File: config.mk
export PLATFORM = sky130hd
export DESIGN_NAME = alu_muldiv_unit
export DESIGN_NICKNAME = d
export VERILOG_FILES = /design/src/rtl/alu_muldiv_unit.sv
export SDC_FILE = /design/constraint.sdc
export NUM_CORES = 1
export LEC_CHECK = 0
export CORE_ASPECT_RATIO = 1.1
export CORE_MARGIN = 2
export CORE_UTILIZATION = 43
export DETAILED_ROUTE_END_ITERATION = 12
export SETUP_SLACK_MARGIN = 0.3
export SLEW_MARGIN = 20
export SYNTH_ARGS = -nofsm -noshare
export SYNTH_HDL_FRONTEND = slang
export SYNTH_SLANG_ARGS = --single-unit
File: constraint.sdc
create_clock -name clk -period 4.8 [get_ports clk]
set_input_delay 0.72 -clock clk [delete_from_list [all_inputs] [get_ports clk]]
set_output_delay 0.72 -clock clk [all_outputs]
set_load 0.03 [all_outputs]
File: src/rtl/alu_muldiv_unit.sv
// Iterative MULT/MULTU/DIV/DIVU unit with architectural HI/LO registers and MFHI/MFLO/MTHI/MTLO.
// Operations take WIDTH iteration cycles plus one fix-up cycle; the issue handshake is valid/ready.
module alu_muldiv_unit #(
    parameter int WIDTH = 32,
    parameter int CNT_W = 6
) (
    input  logic             clk,
    input  logic             rst_n,
    input  logic             in_valid,
    output logic             in_ready,
    input  logic [2:0]       op,
    input  logic [WIDTH-1:0] a,
    input  logic [WIDTH-1:0] b,
    output logic             out_valid,
    output logic [WIDTH-1:0] out_data,
    output logic             done,
    output logic             busy,
    output logic [WIDTH-1:0] hi,
    output logic [WIDTH-1:0] lo
);

    typedef enum logic [1:0] {S_IDLE, S_ITER, S_FIX} state_t;

    localparam logic [2:0] OP_MFHI = 3'd4;
    localparam logic [2:0] OP_MFLO = 3'd5;
    localparam logic [2:0] OP_MTHI = 3'd6;
    localparam logic [2:0] OP_MTLO = 3'd7;

    function automatic logic [WIDTH-1:0] cond_neg(input logic neg, input logic [WIDTH-1:0] v);
        return neg ? (~v + 1'b1) : v;
    endfunction

    function automatic logic [2*WIDTH-1:0] cond_neg2(input logic neg, input logic [2*WIDTH-1:0] v);
        return neg ? (~v + 1'b1) : v;
    endfunction

    state_t             state_q, state_d;
    logic [CNT_W-1:0]   cnt_q, cnt_d;
    logic [WIDTH-1:0]   hi_q, hi_d, lo_q, lo_d;
    logic [WIDTH-1:0]   out_data_q, out_data_d;
    logic               out_valid_q, out_valid_d;
    logic               done_q, done_d;

    // Working registers: acc is product-high / partial remainder, sr is multiplier / quotient,
    // opnd is multiplicand / divisor. They are only meaningful between accept and FIX.
    logic [WIDTH-1:0]   acc_q, acc_d, sr_q, sr_d, opnd_q, opnd_d;
    logic               is_div_q, is_div_d;
    logic               neg_res_q, neg_res_d;
    logic               neg_rem_q, neg_rem_d;
    logic               dz_q, dz_d;

    logic               accept;
    logic               sgn_a, sgn_b;
    logic [WIDTH:0]     mul_sum;
    logic [WIDTH:0]     mul_next;
    logic [WIDTH:0]     div_shift;
    logic [WIDTH-1:0]   div_rem;
    logic               div_ge;
    logic [2*WIDTH-1:0] prod_fix;

    assign in_ready  = (state_q == S_IDLE);
    assign busy      = (state_q != S_IDLE);
    assign accept    = in_valid && (state_q == S_IDLE);

    assign sgn_a     = ~op[0] & a[WIDTH-1];
    assign sgn_b     = ~op[0] & b[WIDTH-1];

    assign mul_sum   = {1'b0, acc_q} + {1'b0, opnd_q};
    assign mul_next  = sr_q[0] ? mul_sum : {1'b0, acc_q};
    // The partial remainder is always below the divisor, so the shifted value fits WIDTH+1 bits.
    assign div_shift = {acc_q, sr_q[WIDTH-1]};
    assign div_ge    = (div_shift >= {1'b0, opnd_q});
    assign div_rem   = div_shift[WIDTH-1:0] - opnd_q;
    assign prod_fix  = cond_neg2(neg_res_q, {acc_q, sr_q});

    always_comb begin
        state_d     = state_q;
        cnt_d       = cnt_q;
        hi_d        = hi_q;
        lo_d        = lo_q;
        out_data_d  = out_data_q;
        out_valid_d = 1'b0;
        done_d      = 1'b0;
        acc_d       = acc_q;
        sr_d        = sr_q;
        opnd_d      = opnd_q;
        is_div_d    = is_div_q;
        neg_res_d   = neg_res_q;
        neg_rem_d   = neg_rem_q;
        dz_d        = dz_q;

        case (state_q)
            S_IDLE: begin
                if (accept) begin
                    case (op)
                        OP_MFHI: begin
                            out_valid_d = 1'b1;
                            out_data_d  = hi_q;
                        end
                        OP_MFLO: begin
                            out_valid_d = 1'b1;
                            out_data_d  = lo_q;
                        end
                        OP_MTHI: hi_d = a;
                        OP_MTLO: lo_d = a;
                        default: begin
                            state_d   = S_ITER;
                            cnt_d     = '0;
                            acc_d     = '0;
                            is_div_d  = op[1];
                            neg_res_d = sgn_a ^ sgn_b;
                            neg_rem_d = sgn_a;
                            dz_d      = (b == '0);
                            if (op[1]) begin
                                sr_d   = cond_neg(sgn_a, a);
                                opnd_d = cond_neg(sgn_b, b);
                            end else begin
                                sr_d   = cond_neg(sgn_b, b);
                                opnd_d = cond_neg(sgn_a, a);
                            end
                        end
                    endcase
                end
            end
            S_ITER: begin
                if (is_div_q) begin
                    acc_d = div_ge ? div_rem : div_shift[WIDTH-1:0];
                    sr_d  = {sr_q[WIDTH-2:0], div_ge};
                end else begin
                    acc_d = mul_next[WIDTH:1];
                    sr_d  = {mul_next[0], sr_q[WIDTH-1:1]};
                end
                cnt_d = cnt_q + 1'b1;
                if (cnt_q == CNT_W'(WIDTH - 1)) begin
                    state_d = S_FIX;
                end
            end
            S_FIX: begin
                if (is_div_q) begin
                    lo_d = dz_q ? '1 : cond_neg(neg_res_q, sr_q);
                    hi_d = cond_neg(neg_rem_q, acc_q);
                end else begin
                    hi_d = prod_fix[2*WIDTH-1:WIDTH];
                    lo_d = prod_fix[WIDTH-1:0];
                end
                done_d  = 1'b1;
                state_d = S_IDLE;
            end
            default: state_d = S_IDLE;
        endcase
    end

    always_ff @(posedge clk or negedge rst_n) begin
        if (!rst_n) begin
            state_q     <= S_IDLE;
            cnt_q       <= '0;
            hi_q        <= '0;
            lo_q        <= '0;
            out_data_q  <= '0;
            out_valid_q <= 1'b0;
            done_q      <= 1'b0;
        end else begin
            state_q     <= state_d;
            cnt_q       <= cnt_d;
            hi_q        <= hi_d;
            lo_q        <= lo_d;
            out_data_q  <= out_data_d;
            out_valid_q <= out_valid_d;
            done_q      <= done_d;
        end
    end

    always_ff @(posedge clk) begin
        acc_q     <= acc_d;
        sr_q      <= sr_d;
        opnd_q    <= opnd_d;
        is_div_q  <= is_div_d;
        neg_res_q <= neg_res_d;
        neg_rem_q <= neg_rem_d;
        dz_q      <= dz_d;
    end

    assign hi        = hi_q;
    assign lo        = lo_q;
    assign out_data  = out_data_q;
    assign out_valid = out_valid_q;
    assign done      = done_q;

endmodule

==> flow_summary.ini, run 1 <==
[worst_setup_path]
r2r_slack_ns = 0.81
cp_max_fo = 6
timing.critical_path.required_ns = 5.10
worstReg2RegStart = sr_q[31]$_DFFE_PP_
worst-setup-path-type = flop to flop
timing.critical_path.max_delay_family = compound AO/OA/AOI/OAI gates
cp-startpoint = sr_q[31]$_DFFE_PP_
worst-path-stages = 12
worst_setup_path_start_kind = flop
worst_path_slowest_cell = sky130_fd_sc_hd__edfxtp_1
cp.buffers_inverters = 2
worstRegToRegCells = 12
crit_chain = inv_1 > ha_1 > nor2b_1 > o21ai_0 > o211ai_1 > a21oi_1 > a2111oi_0 > buf_4 > nor2_1 > o21a_1 > o31a_1 > a2111oi_0
crit_path_end = acc_q[28]$_SDFFCE_PN0P_
critical_path.max_stage_delay_ns = 0.57
cp_common_cell = sky130_fd_sc_hd__a2111oi_0
r2r-end = acc_q[28]$_SDFFCE_PN0P_
cp-end-kind = flop
critical_path_arrival_ns = 4.29

[cts]
tritoncts.num_buffers = 24
clockRootBuffer = sky130_fd_sc_hd__clkbuf_16
ctsResizeCount = 0
cts_tree = built
ctsHoldBuffers = 0
clk-insertion-delay-late_ns = 0.54
cts_setup_buffers = 0
cts_buffer_depth = 3
clock_sinks = 206
cts_max_level = 1
clkSlewWorstSetupHoldPaths_ns = 0.06

[detailed_routing]
drt_drc_violations_left = 0
wire_length_on_met3_mm = 5.11
final_routed_wire_length_divided_by_cell_count_um = 23.6
m1WireLength_mm = 25.5
routed.top_layer = met5
total_number_of_vias = 15500
met2_wirelength_mm = 27.0
detailedRoute.firstIterationViolations = 1868
vias_per_cell = 6.13
first_pass_iters = 6
detail-route-antenna-nets = 0
wl_mm = 59.7

[yosys]
synth.yosys.warnings = 0
synth.cell_area_um2 = 16000
synthesis.area_per_instance_um2 = 8.42
ys_dominant_reg_cell = sky130_fd_sc_hd__dfrtp_1
async_reset_ff_frac = 0.515
syn-instance-count = 1895
synth_sequential_area_ratio = 0.354
synthesis.nets = 2036
synth_enable_flop_cells = 100
yosysUniqueCellTypes = 69
synth-seq-cells = 206

[power_and_ir_drop]
combinationalPowerShare = 0.554
total_power_mw = 12.8
intPower_mw = 6.76
p_switching_mw = 6.06
total_leakage_power_nw = 7.73
switching_share = 0.473
pwr_density_cell_nw_per_um2 = 678
worst_ir_drop_vdd_mv = 0.277
share_seq_of_total_power = 0.300
share_clk_of_total_power = 0.146

[die]
rows = 74
initial_utilization = 0.433
design.die.area_um2 = 38700
ioPinCount = 170
floorplan.die.height_um = 206
dieWidth_um = 188
core_area_um2 = 36900

[cells_and_area]
post_route_cells_drive_above_1_share = 0.0513
num-fill-cells = 3566
seqCellArea_um2 = 5660
insertedDiodeCount = 0
synthToLayoutAreaGrowth_pct = 18.4
multi_input_gate_area_um2 = 9650
num-nets-final = 2152

[timing]
achievable-frequency_mhz = 251
setup_slack_ns = 0.808
setup-tns-final_ns = 0
timing.clock.skew_ns = 0.0212
setup-violations-final = 0
hold_viol = 0
max_slew_margin = 0.240
timing.final.crit_period_ns = 3.99
finalMaxSlewViolations = 0
final.hold.worst_slack_ns = 0.328
grt_setup_unrepaired = false
timing_worst_slew_pin_value_ns = 1.14
timing.final.crit_share = 0.832

[global_routing]
antenna_found_initial = 1
wire_length_of_the_first_global_routing_pass_mm = 89.4
grt_max_degree = 93
first_global_vias = 14400
global_route.overflow_total = 0
gr-usage-all-layers = 0.300

[hold_path]
min_path_type = input pin to async pin

[job]
max-cap-violations = 0

[placement]
pre_cts_slack_ns = 0.784
port_buffers = 169
dp_wirelength_mm = 45.3
gp_congestion = 0.957

[run_status]
outcome = finished, final reports clean
==> registers in the layout (all words and copies together) (netlist names), 2 cells and up <==
register	flops
lo	32
out_data	32
sr_q	32
state_q	2
hi	32
opnd_q	32
acc_q	32
cnt_q	6
==> worst min path at each step <==
| stage | cells after the start | startpoint | slack [ns] | to |
|---|---|---|---|---|
| finish | 1 | rst_n | 0.33 | out_data[28]$_DFFE_PN0P_ |
| global route | 1 | rst_n | 0.40 | out_data[29]$_DFFE_PN0P_ |
| CTS | 1 | rst_n | 0.36 | out_data[28]$_DFFE_PN0P_ |
| detailed placement | 1 | cnt_q[5]$_DFFE_PN0P_ | 0.46 | state_q[1]$_DFFE_PN0P_ |
| global placement | 2 | out_data[14]$_DFFE_PN0P_ | 0.46 | out_data[14]$_DFFE_PN0P_ |
| floorplan | 0 | rst_n | 0.42 | cnt_q[0]$_DFFE_PN0P_ |
==> synthesized netlist by cell type (all sizes together) (5+ instances only) <==
cell / instances / area [um^2]
nand2: 244 / 916
a21oi: 199 / 996
o21ai: 147 / 739
nor2: 133 / 509
dfrtp: 106 / 2650
clkbuf: 104 / 390
edfxtp: 100 / 3000
xor2: 91 / 797
xnor2: 78 / 683
ha: 69 / 863
mux2i: 67 / 671
inv: 64 / 240
a21o: 47 / 353
o22ai: 36 / 225
nor3: 34 / 170
nand3: 26 / 130
a211oi: 25 / 188
o211ai: 22 / 165
and3: 21 / 131
o31ai: 21 / 158
nor2b: 19 / 119
a31oi: 17 / 106
a32oi: 16 / 140
o21a: 16 / 120
nand2b: 15 / 93.8
nor4: 15 / 93.8
a311oi: 14 / 123
o41ai: 13 / 121
or3: 13 / 81.3
buf: 11 / 42.5
nand4: 11 / 68.8
or4: 11 / 86.3
o21bai: 10 / 75.1
or2: 8 / 50.1
a221oi: 7 / 61.3
nand3b: 7 / 52.6
mux2: 6 / 67.6
and2: 5 / 31.3
o31a: 5 / 43.8
==> placed cells by master, fill, tap and decap left out, types with 13 or more instances in the layout <==
cell type and count:
sky130_fd_sc_hd__a211oi_1 25, sky130_fd_sc_hd__a21o_1 47, sky130_fd_sc_hd__a21oi_1 198, sky130_fd_sc_hd__a311oi_1 14
sky130_fd_sc_hd__a31oi_1 17, sky130_fd_sc_hd__a32oi_1 16, sky130_fd_sc_hd__and3_1 21, sky130_fd_sc_hd__buf_4 37
sky130_fd_sc_hd__clkbuf_16 25, sky130_fd_sc_hd__clkdlybuf4s50_1 167, sky130_fd_sc_hd__dfrtp_1 106, sky130_fd_sc_hd__edfxtp_1 100
sky130_fd_sc_hd__ha_1 69, sky130_fd_sc_hd__inv_1 62, sky130_fd_sc_hd__mux2i_1 67, sky130_fd_sc_hd__nand2_1 244
sky130_fd_sc_hd__nand2b_1 13, sky130_fd_sc_hd__nand3_1 26, sky130_fd_sc_hd__nor2_1 131, sky130_fd_sc_hd__nor2b_1 18
sky130_fd_sc_hd__nor3_1 33, sky130_fd_sc_hd__nor4_1 15, sky130_fd_sc_hd__o211ai_1 22, sky130_fd_sc_hd__o21a_1 16
sky130_fd_sc_hd__o21ai_0 141, sky130_fd_sc_hd__o22ai_1 36, sky130_fd_sc_hd__o31ai_1 21, sky130_fd_sc_hd__or3_1 13
sky130_fd_sc_hd__xnor2_1 78, sky130_fd_sc_hd__xor2_1 91
==> layer usage <==
| layer | vias to the layer above | global-route usage |
|---|---|---|
| met3 | 83 | 0.0423 |
| met4 | 2 | 0.105 |
| met2 | 729 | 0.481 |
| met5 | - | 0 |
| met1 | 7486 | 0.415 |
| li1 | 7169 | - |
==> logic make-up after synthesis <==
logic type | after synthesis | synth area share
AO/OA/AOI/OAI | 624 | 0.243
multiplexers | 73 | 0.0462
buffers and inverters | 179 | 0.0422
flip-flops | 206 | 0.354
adder cells (fa/ha/maj) | 71 | 0.0566
AND/OR/NAND/NOR | 573 | 0.165
XOR/XNOR | 169 | 0.0927
==> through the flow <==
| stage | utilization | cell area [um^2] | cells |
|---|---|---|---|
| CTS | 0.513 | 18900 | 2523 |
| global route | 0.513 | 18900 | 2523 |
| floorplan | - | 16000 | 1895 |
| detailed placement | 0.492 | 18100 | 2479 |
| finish | 0.513 | 18900 | 2523 |
| global placement | 0.492 | 18100 | 2479 |
==> power groups by stage <==
stage | sequential [mW] | clock (mW) | combinational, mW
floorplan | 4.22 | 0 | 4.05
global placement | 3.83 | 0 | 6.96
detailed placement | 3.85 | 0 | 7.00
CTS | 3.81 | 1.89 | 7.04
global route | 3.95 | 1.94 | 7.70
finish | 3.85 | 1.87 | 7.11
==> final cells by class <==
| class | instances | share of cell area |
|---|---|---|
| inverters | 64 | 0.0127 |
| repair buffers | 205 | 0.103 |
| flip-flops and latches | 206 | 0.299 |
| clock inverters | 16 | 0.00708 |
| multi-input cells | 1510 | 0.511 |
| clock buffers | 28 | 0.0342 |
| well taps | 494 | 0.0327 |
Note: power is estimated with default switching activity, not from simulation.
==> run 2: changes to the inputs <==
PLACE_DENSITY = 0.66   (was default)
clock period = 3.5 ns   (was 4.8 ns; I/O delays follow)
==> flow_summary.ini, run 2 (synthesized netlist as in run 1, its figures left out) <==
[global_routing]
first_global_vias = 15300
antenna_found_initial = 2
grt-busiest-layer = met2
grt_max_degree = 91
met1_track_usage_gr = 0.416
wire_length_of_the_first_global_routing_pass_mm = 91.2
use_met2 = 0.489
grt.met3_usage = 0.0377
global_route.overflow_total = 0
gr-usage-all-layers = 0.305

[cells_and_area]
synthToLayoutAreaGrowth_pct = 30.6
num-nets-final = 2327
layout.cells.most_common = sky130_fd_sc_hd__nand2_1
layout_common_cells = sky130_fd_sc_hd__nand2_1 (244), sky130_fd_sc_hd__buf_4 (199), sky130_fd_sc_hd__a21oi_1 (187)
post_route_cells_drive_above_1_share = 0.163
fin_util = 0.566
final-instance-count-excl-fill = 2698

[worst_setup_path]
timing.critical_path.required_ns = 3.79
critical_path.max_stage_delay_ns = 0.49
cp_max_fo = 3
worst-setup-path-type = flop to flop
critical_path_arrival_ns = 3.59
cp-end-kind = flop
cp-startpoint = acc_q[6]$_SDFFCE_PN0P_
worstReg2RegStart = acc_q[6]$_SDFFCE_PN0P_
cp.buffers_inverters = 3
cp_common_cell = sky130_fd_sc_hd__buf_4
worst_setup_path_start_kind = flop
timing.critical_path.max_delay_family = compound AO/OA/AOI/OAI gates
worst_path_slowest_cell = sky130_fd_sc_hd__edfxtp_1
crit_chain = ha_4 > buf_4 > buf_4 > and3_2 > o21a_1 > o21a_1 > o41ai_4 > o211ai_1 > a221oi_2 > buf_4 > o31a_1 > mux2i_1 > a211oi_1

[timing]
max_slew_margin = 0.237
finalMaxSlewViolations = 0
setup-tns-final_ns = 0
setup-violations-final = 0
achievable-frequency_mhz = 303
grt_setup_unrepaired = true
timing_worst_slew_pin_value_ns = 1.14
final.hold.worst_slack_ns = -0.00339
hold_viol = 2
timing.final.crit_share = 0.942
timing.clock.skew_ns = 0.0138
timing.final.crit_period_ns = 3.30

[cts]
cts_buffer_depth = 3
clockRootBuffer = sky130_fd_sc_hd__clkbuf_16
clk-insertion-delay-late_ns = 0.55
cts_max_level = 1
clock_sinks = 206
ctsHoldBuffers = 0
tritoncts.num_buffers = 24
cts_tree = built
clkSlewWorstSetupHoldPaths_ns = 0.06

[detailed_routing]
detail-route-antenna-nets = 0
detailedRoute.firstIterationViolations = 1720
wl_mm = 61.7
final_routed_wire_length_divided_by_cell_count_um = 22.9
total_number_of_vias = 16400
vias_per_cell = 6.08
first_pass_iters = 6
drt_drc_violations_left = 0

[die]
dieWidth_um = 188
core_area_um2 = 36900
design.die.area_um2 = 38700
ioPinCount = 170
floorplan.die.height_um = 206
rows = 74
initial_utilization = 0.433

[placement]
gp_congestion = 0.978
dp_cells = 2621
dp_wirelength_mm = 46.5
port_buffers = 169

[power_and_ir_drop]
total_leakage_power_nw = 8.69
pwr_density_cell_nw_per_um2 = 948
total_power_mw = 19.8
worst_ir_drop_vdd_mv = 0.442

[run_status]
failed_checks = hold timing
outcome = finished with violations

[job]
max-cap-violations = 0

[hold_path]
min_path_type = input pin to async pin
run 2: layer usage:
| layer | vias up | part of all wire |
|---|---|---|
| met1 | 7905 | 0.42 |
| met2 | 839 | 0.45 |
| met4 | 0 | 0.046 |
| met3 | 141 | 0.085 |
| met5 | - | 0 |
| li1 | 7519 | - |
run 2: what timing repair did:
action | in CTS | in global routing
resized for setup | 37 | 73
pin swaps | 24 | 34
buffers inserted | 12 | 18
endpoints found under the setup margin | 39 | 47
gates cloned | 0 | 3
run 2: where the power goes:
part,leakage (nW),internal (mW),switching (mW)
sequential,2.27,3.82,1.12
clock,0.386,1.46,1.08
combinational,6.03,5.39,6.90
run 2: cell type report:
| type | instances | area, um^2 |
|---|---|---|
| Antenna cell | 1 | 2.50 |
| Clock buffer | 39 | 748 |
| Clock inverter | 4 | 33.8 |
| Fill cell | 3390 | 16000 |
| Inverter | 64 | 240 |
| Multi-Input combinational cell | 1510 | 10200 |
| Sequential cell | 206 | 5660 |
| Tap cell | 494 | 618 |
| Timing Repair Buffer | 380 | 3380 |
run 2: worst register-to-register path, stage by stage, from the launching register on:
cell and delay [ns]:
sky130_fd_sc_hd__edfxtp_1 0.49, sky130_fd_sc_hd__ha_4 0.26, sky130_fd_sc_hd__buf_4 0.13, sky130_fd_sc_hd__buf_4 0.13, sky130_fd_sc_hd__and3_2 0.24, sky130_fd_sc_hd__o21a_1 0.12
sky130_fd_sc_hd__o21a_1 0.24, sky130_fd_sc_hd__o41ai_4 0.26, sky130_fd_sc_hd__o211ai_1 0.26, sky130_fd_sc_hd__a221oi_2 0.27, sky130_fd_sc_hd__buf_4 0.16, sky130_fd_sc_hd__o31a_1 0.15
sky130_fd_sc_hd__mux2i_1 0.25, sky130_fd_sc_hd__a211oi_1 0.10
run 2: per-stage QoR:
| stage | instance area [um^2] | setup WS (ns) |
|---|---|---|
| final | 20800 | 0.204 |
| after global routing | 20800 | 0.0512 |
| after CTS | 20300 | 0.183 |
| after detailed placement | 19200 | -0.0423 |
| after global placement | 19200 | -0.0718 |
| after floorplan | 16000 | 0.305 |
run 2: worst paths after layout:
check	to	slack, ns	cells past startpoint
setup reg to reg	acc_q[30]$_SDFFCE_PN0P_	0.20	13
setup / recovery	acc_q[30]$_SDFFCE_PN0P_	0.20	13
min in group clk	out_data[3]$_DFFE_PN0P_	0.48	2
max in group asynchronous	hi[16]$_DFFE_PN0P_	2.77	2
hold reg to reg	out_data[3]$_DFFE_PN0P_	0.48	2
hold / removal	out_valid$_DFF_PN0_	-0.003	1
